<file path="src/rtl/collision_scheduler.sv">
// Per-pixel collision detector for configured object pairs with frame snapshot and valid/ack event reporter.
// Optional per-pair saturating hit counters are enabled by defining COLLISION_HIT_COUNT_EN.
module collision_scheduler #(
    parameter int NUM_OBJ   = 6,
    parameter int NUM_PAIRS = 4,
    parameter int IDXW      = 3,
    parameter logic [2*IDXW*NUM_PAIRS-1:0] PAIR_MAP =
        {3'd0, 3'd1, 3'd0, 3'd2, 3'd3, 3'd2, 3'd4, 3'd5},
    localparam int IDW = (NUM_PAIRS > 1) ? $clog2(NUM_PAIRS) : 1
) (
    input  logic               clk,
    input  logic               reset,
    input  logic               enable,
    input  logic               pixel_valid,
    input  logic [NUM_OBJ-1:0] drawReq,
    input  logic               startOfFrame,
    output logic               event_valid,
    output logic [IDW-1:0]     event_id,
    input  logic               event_ack,
`ifdef COLLISION_HIT_COUNT_EN
    output logic [15:0]        hit_count,
`endif
    output logic               overrun
);

    typedef enum logic [0:0] {ST_IDLE = 1'b0, ST_REPORT = 1'b1} state_t;

    state_t               state_q, state_d;
    logic [NUM_PAIRS-1:0] hit_s, acked_s, remain_s;
    logic [NUM_PAIRS-1:0] sticky_q, sticky_d, snap_q, snap_d;
    logic                 overrun_q, overrun_d, frame_s;
    logic                 event_valid_q, event_valid_d;
    logic [IDW-1:0]       event_id_q, event_id_d;

    function automatic logic [IDW-1:0] lowest_idx(input logic [NUM_PAIRS-1:0] v);
        lowest_idx = '0;
        for (int i = NUM_PAIRS - 1; i >= 0; i--) begin
            if (v[i]) begin
                lowest_idx = i[IDW-1:0];
            end else begin
                lowest_idx = lowest_idx;
            end
        end
    endfunction

    function automatic logic [NUM_PAIRS-1:0] onehot(input logic [IDW-1:0] idx);
        onehot = {{(NUM_PAIRS-1){1'b0}}, 1'b1} << idx;
    endfunction

    // Pair p is {objA, objB} in PAIR_MAP[2*IDXW*p +: 2*IDXW]; equal indices mean "object drawn".
    for (genvar p = 0; p < NUM_PAIRS; p++) begin : g_hit
        assign hit_s[p] = pixel_valid & enable
                        & drawReq[PAIR_MAP[2*IDXW*p+IDXW +: IDXW]]
                        & drawReq[PAIR_MAP[2*IDXW*p +: IDXW]];
    end

    // Sticky accumulation, snapshot merge and overrun detection.
    always_comb begin
        frame_s = startOfFrame & enable;
        if ((state_q == ST_REPORT) && event_ack) begin
            acked_s = onehot(event_id_q);
        end else begin
            acked_s = '0;
        end
        remain_s = snap_q & ~acked_s;
        if (frame_s) begin
            snap_d    = remain_s | sticky_q | hit_s;
            sticky_d  = '0;
            overrun_d = overrun_q | (|remain_s);
        end else begin
            snap_d    = remain_s;
            sticky_d  = sticky_q | hit_s;
            overrun_d = overrun_q;
        end
    end

    // Reporter next state: stay in REPORT while any snapshot bit is pending.
    always_comb begin
        case (state_q)
            ST_IDLE:   state_d = (|snap_d) ? ST_REPORT : ST_IDLE;
            ST_REPORT: state_d = (|snap_d) ? ST_REPORT : ST_IDLE;
            default:   state_d = ST_IDLE;
        endcase
    end

    // Reporter outputs, computed for the coming cycle and registered.
    always_comb begin
        if (state_d == ST_REPORT) begin
            event_valid_d = 1'b1;
            event_id_d    = lowest_idx(snap_d);
        end else begin
            event_valid_d = 1'b0;
            event_id_d    = '0;
        end
    end

    // State, flags and registered outputs.
    always_ff @(posedge clk or posedge reset) begin
        if (reset) begin
            state_q       <= ST_IDLE;
            sticky_q      <= '0;
            snap_q        <= '0;
            overrun_q     <= 1'b0;
            event_valid_q <= 1'b0;
            event_id_q    <= '0;
        end else begin
            state_q       <= state_d;
            sticky_q      <= sticky_d;
            snap_q        <= snap_d;
            overrun_q     <= overrun_d;
            event_valid_q <= event_valid_d;
            event_id_q    <= event_id_d;
        end
    end

    assign event_valid = event_valid_q;
    assign event_id    = event_id_q;
    assign overrun     = overrun_q;

`ifdef COLLISION_HIT_COUNT_EN
    logic [15:0] cnt_q [NUM_PAIRS];
    logic [15:0] cnt_d [NUM_PAIRS];
    logic [15:0] snap_cnt_q [NUM_PAIRS];
    logic [15:0] snap_cnt_d [NUM_PAIRS];
    logic [15:0] hit_count_q, hit_count_d;

    function automatic logic [15:0] sat_inc(input logic [15:0] c, input logic inc);
        if (inc && (c != 16'hFFFF)) begin
            sat_inc = c + 16'd1;
        end else begin
            sat_inc = c;
        end
    endfunction

    // A re-snapshotted pair takes its fresh count; a pair still pending from before keeps its old one.
    always_comb begin
        for (int p = 0; p < NUM_PAIRS; p++) begin
            cnt_d[p]      = sat_inc(cnt_q[p], hit_s[p]);
            snap_cnt_d[p] = snap_cnt_q[p];
            if (frame_s) begin
                cnt_d[p] = 16'd0;
                if (sticky_q[p] | hit_s[p]) begin
                    snap_cnt_d[p] = sat_inc(cnt_q[p], hit_s[p]);
                end else begin
                    snap_cnt_d[p] = snap_cnt_q[p];
                end
            end else begin
                cnt_d[p] = sat_inc(cnt_q[p], hit_s[p]);
            end
        end
        if (event_valid_d) begin
            hit_count_d = snap_cnt_d[event_id_d];
        end else begin
            hit_count_d = 16'd0;
        end
    end

    // Counter, snapshot-count and hit_count registers.
    always_ff @(posedge clk or posedge reset) begin
        if (reset) begin
            for (int p = 0; p < NUM_PAIRS; p++) begin
                cnt_q[p]      <= 16'd0;
                snap_cnt_q[p] <= 16'd0;
            end
            hit_count_q <= 16'd0;
        end else begin
            for (int p = 0; p < NUM_PAIRS; p++) begin
                cnt_q[p]      <= cnt_d[p];
                snap_cnt_q[p] <= snap_cnt_d[p];
            end
            hit_count_q <= hit_count_d;
        end
    end

    assign hit_count = hit_count_q;
`endif

endmodule

</file>
<file path="config.mk">
export PLATFORM = sky130hd
export DESIGN_NAME = collision_scheduler
export DESIGN_NICKNAME = d
export VERILOG_FILES = /design/src/rtl/collision_scheduler.sv
export SDC_FILE = /design/constraint.sdc
export NUM_CORES = 1
export LEC_CHECK = 0
export ABC_AREA = 0
export BUFFER_PORTS_ARGS = -buffer_cell sky130_fd_sc_hd__buf_2
export CAP_MARGIN = 10
export CORE_AREA = 2 2 39 41
export CTS_BUF_LIST = sky130_fd_sc_hd__clkbuf_4
export CTS_CLUSTER_DIAMETER = 30
export DETAILED_ROUTE_END_ITERATION = 8
export DIE_AREA = 0 0 41 43
export PLACE_DENSITY = 0.69
export SYNTH_ARGS = -nofsm -noshare
export SYNTH_HDL_FRONTEND = slang
export SYNTH_SLANG_ARGS = --single-unit
</file>
<file path="constraint.sdc">
create_clock -name clk -period 1.4 [get_ports clk]
set_clock_uncertainty 0.05 [all_clocks]
set_input_delay 0.28 -clock clk [delete_from_list [all_inputs] [get_ports clk]]
set_output_delay 0.28 -clock clk [all_outputs]
set_load 0.03 [all_outputs]
</file>
Word-level counts from Yosys, hierarchy flattened --
Cells that the tools add are included.
Word-level totals: register bits after elaboration 13, bits of input ports 12, output and inout bits 4, logic and storage cells 35
Cells by class: shift-type cells 1, muxes and demuxes 10, bitwise logic cells 15, reductions and logical operators 3
Operators by type and width (count):
- $mux 4 | 3
- $or 4x4->4 | 3
- $mux 2 | 5
- $and 1x1->1 | 9
- $reduce_or 4->1 | 2
- $and 4x4->4 | 1
- $not 4->4 | 1
- $shl 1x2->4 const A | 1
- $mux 1 | 2
- $logic_and 1x1->1 | 1
- $or 1x1->1 | 1

Logic depth before layout (Yosys ltp) --
depth after elaboration 12, gate-level depth with buffers 4, gate-level depth less buffers 4

Worst setup path after synthesis --
No wires, ideal clock.
path type reg2reg, start register, netlist name event_valid, end register event_valid_q (netlist: event_valid), setup time 0.122 ns, arrival 1.140 ns, data required time 1.228 ns, slack 0.089 ns, cell stages (with the launch flop) 5, buffers on the path 0, period minus slack after synthesis 1.311 ns, cell sequence dfrtp_1 > nand4_1 > o2bb2ai_4 > nor2_1 > nand2_1
RTL lines:
- end signal: assignment | RTL line 111 | event_valid_q <= event_valid_d;
- end: declaration | RTL line 32 | logic event_valid_q, event_valid_d;

Worst setup path after layout --
start register event_valid_q (netlist: event_valid), end output port event_valid
RTL lines:
- end: declaration | RTL line 17 | output logic event_valid,
No word-level cell between the ends.

==> impl_metrics.py <==
metrics = {
    "synth": {
        "synth-seq-cells": 12,
        "syn_avg_cell_area_sq_um": 11.5,
        "synth_area_leaders": "dfrtp_1, nor2_1, o2bb2ai_2",
        "ys_warn_count": 0,
        "yosysTopAreaCellShare_pct": 51.4,
        "syn_inst": 51,
        "synth_top_area_cell": "dfrtp_1",
        "syn_nets": 63,
        "ys_types": 21,
        "ys_seq_area_share_pct": 51.4,
        "syn-cell-area_sq_um": 584,
        "synth_edf_count": 0,
        "ys.flop_type": "dfrtp_1",
        "async_flop_share_pct": 100,
    },
    "setup_path": {
        "path_class": "flip-flop to output pin",
        "end_kind": "output pin",
        "worst_path_max_delay_cell": "dfrtp_1",
        "cpPeakStageDelay_ns": 0.40,
        "crit_arrival_ns": 0.90,
        "crit_fanout": 5,
        "required_ns": 1.07,
        "path_buf_inv": 1,
        "crit_path_start_kind": "flip-flop",
        "crit_path_cell_trace": "buf_2",
        "cp_top_family": "flip-flops",
    },
    "finish": {
        "num-fill-cells": 134,
        "area_delta_synth_final_pct": 23.1,
        "final_core_util_pct": 52.0,
        "n_antenna_cell": 0,
        "final_layout_size_suffix_gt1_share_pct": 40.8,
        "fin_nets": 85,
        "fin_cells": 87,
        "ff_latch_area_sq_um": 300,
        "multiInputGateArea_sq_um": 269,
    },
    "pwr": {
        "p_per_area_nw_per_um2": 1840,
        "p_leak_nw": 0.323,
        "vdd_drop_max_mv": 0.789,
    },
    "drt": {
        "vias_per_cell": 5.53,
        "wl_um": 1150,
        "wl_per_cell_um": 13.2,
        "drtPass1Iterations": 4,
        "drtAntennaViolNets": 0,
        "vias": 481,
        "drtIter0Drc": 7,
        "drc": 0,
    },
    "sta": {
        "setup_tns_ns": 0,
        "report.final.hold_viol_count": 0,
        "timing.final.ws_setup_ns": 0.172,
        "rsz0062_at_grt": "no",
        "worst_hold_slack_ns": 0.223,
        "report.final.setup_viol": 0,
        "slew_viol_final": 0,
        "finalCritPeriodShare_pct": 87.7,
        "period_needed_ns": 1.23,
        "worst_pin_slew_ns": 0.444,
        "slew_headroom_pct": 70.4,
        "max_freq_mhz": 814,
    },
    "floorplan": {
        "start_util_pct": 42.2,
        "core_area_sq_um": 1380,
        "die_h_um": 43,
        "num_rows": 14,
        "dieWidth_um": 41,
        "fp.dieArea_sq_um": 1760,
        "io_pins": 16,
    },
    "global_route": {
        "grt.overflow.total": 0,
        "antenna_found_initial": 0,
        "grt_util_all_layers_pct": 16.2,
        "grt_pass1_vias": 459,
        "grt_max_degree": 13,
        "grt_pass1_wl_um": 1810,
    },
    "clocking": {
        "clk_pin_slew_ns": 0.07,
        "clk_latency_ns": 0.27,
        "postCtsSetupRepairBufs": 0,
        "cts_hold_buf": 1,
        "root_buffer": "clkbuf_4",
        "post_cts_resized": 0,
        "clock_path_buffers": 2,
        "htree_levels": 1,
        "cts_tree": "done",
        "cts_buffers": 3,
        "clock-sinks": 12,
    },
    "placed_design": {
        "dp_hpwl_um": 905,
        "dp_cells": 83,
        "portBuffers": 15,
        "gp_congestion": 0.798,
        "pre_cts_ws_ns": 0.196,
    },
    "outcome": {
        "status": "finished, final reports clean",
    },
    "min_path": {
        "hold_path.class": "input pin to flip-flop",
    },
    "flow_run": {
        "drv_cap": 0,
    },
}
placed cells by master, fill, tap and decap left out, types with 2 or more instances in the layout:
master,n
buf_2,15
dfrtp_1,12
nor2_1,8
a31oi_1,4
inv_1,4
a21oi_1,3
clkbuf_4,3
nand4b_1,2
o2bb2ai_2,2
a41oi_1,2
o21ai_0,2
registers in the layout, indices dropped and copies added (netlist names):
name / count
snap_q: 4
event_id: 2
event_valid: 1
overrun: 1
sticky_q: 4
tightest hold or removal path, cell delays in order:
cell and delay (ns):
buf_2 0.09, a21oi_1 0.06, nor2_1 0.08
synthesized netlist by cell type (2+ instances only):
cell type / instances
dfrtp_1: 12
nor2_1: 8
a31oi_1: 4
inv_1: 4
a21oi_1: 3
a41oi_1: 2
nand4b_1: 2
o21ai_0: 2
o2bb2ai_2: 2
path summary, 6_finish.rpt:
kind                             start     endpoint  slack [ns]  depth (start not counted)
min in group asynchronous        reset  sticky_q[2]        0.50                          3
max in group asynchronous        reset      overrun        0.49                          3
setup / recovery           event_valid  event_valid        0.17                          1
hold / removal              drawReq[1]  sticky_q[3]        0.22                          3
hold reg to reg                overrun      overrun        0.43                          2
setup reg to reg           event_id[0]  event_valid        0.19                          4
through the flow:
stage | area (sq um) | power [mW]
after floorplan | 584 | 0.983
final | 719 | 1.32
after global routing | 719 | 1.43
after detailed placement | 687 | 1.12
after global placement | 687 | 1.11
after CTS | 719 | 1.33
cells by family after synthesis:
group                  after synthesis  synth area share (%)
AOI/OAI and AO/OA                   17                  26.6
buffers and inverters                4                  2.57
DFF                                 12                  51.4
and+or+nand+nor                     18                  19.5
metal layers:
layer | GRT usage (%) | up-vias | share of wire [%]
li1 | - | 232 | -
met1 | 18.5 | 228 | 48
met2 | 23.8 | 18 | 44
met3 | 4.71 | 3 | 5.3
met4 | 12.7 | 0 | 2.7
met5 | 0 | - | 0
area by class of cell:
type	count	area share [%]
well taps	16	2.78
multi-input cells	35	37.4
repair buffers	17	12.9
inverters	4	2.09
flip-flops and latches	12	41.7
clock buffers	3	3.13
power breakdown:
part / leakage, nW / switching [mW] / total, mW / internal, mW
Combinational: 0.165 / 0.310 / 0.564 / 0.253
Clock: 0.0138 / 0.106 / 0.206 / 0.0995
Sequential: 0.145 / 0.0968 / 0.554 / 0.457
(Power assumes the default switching activity.)
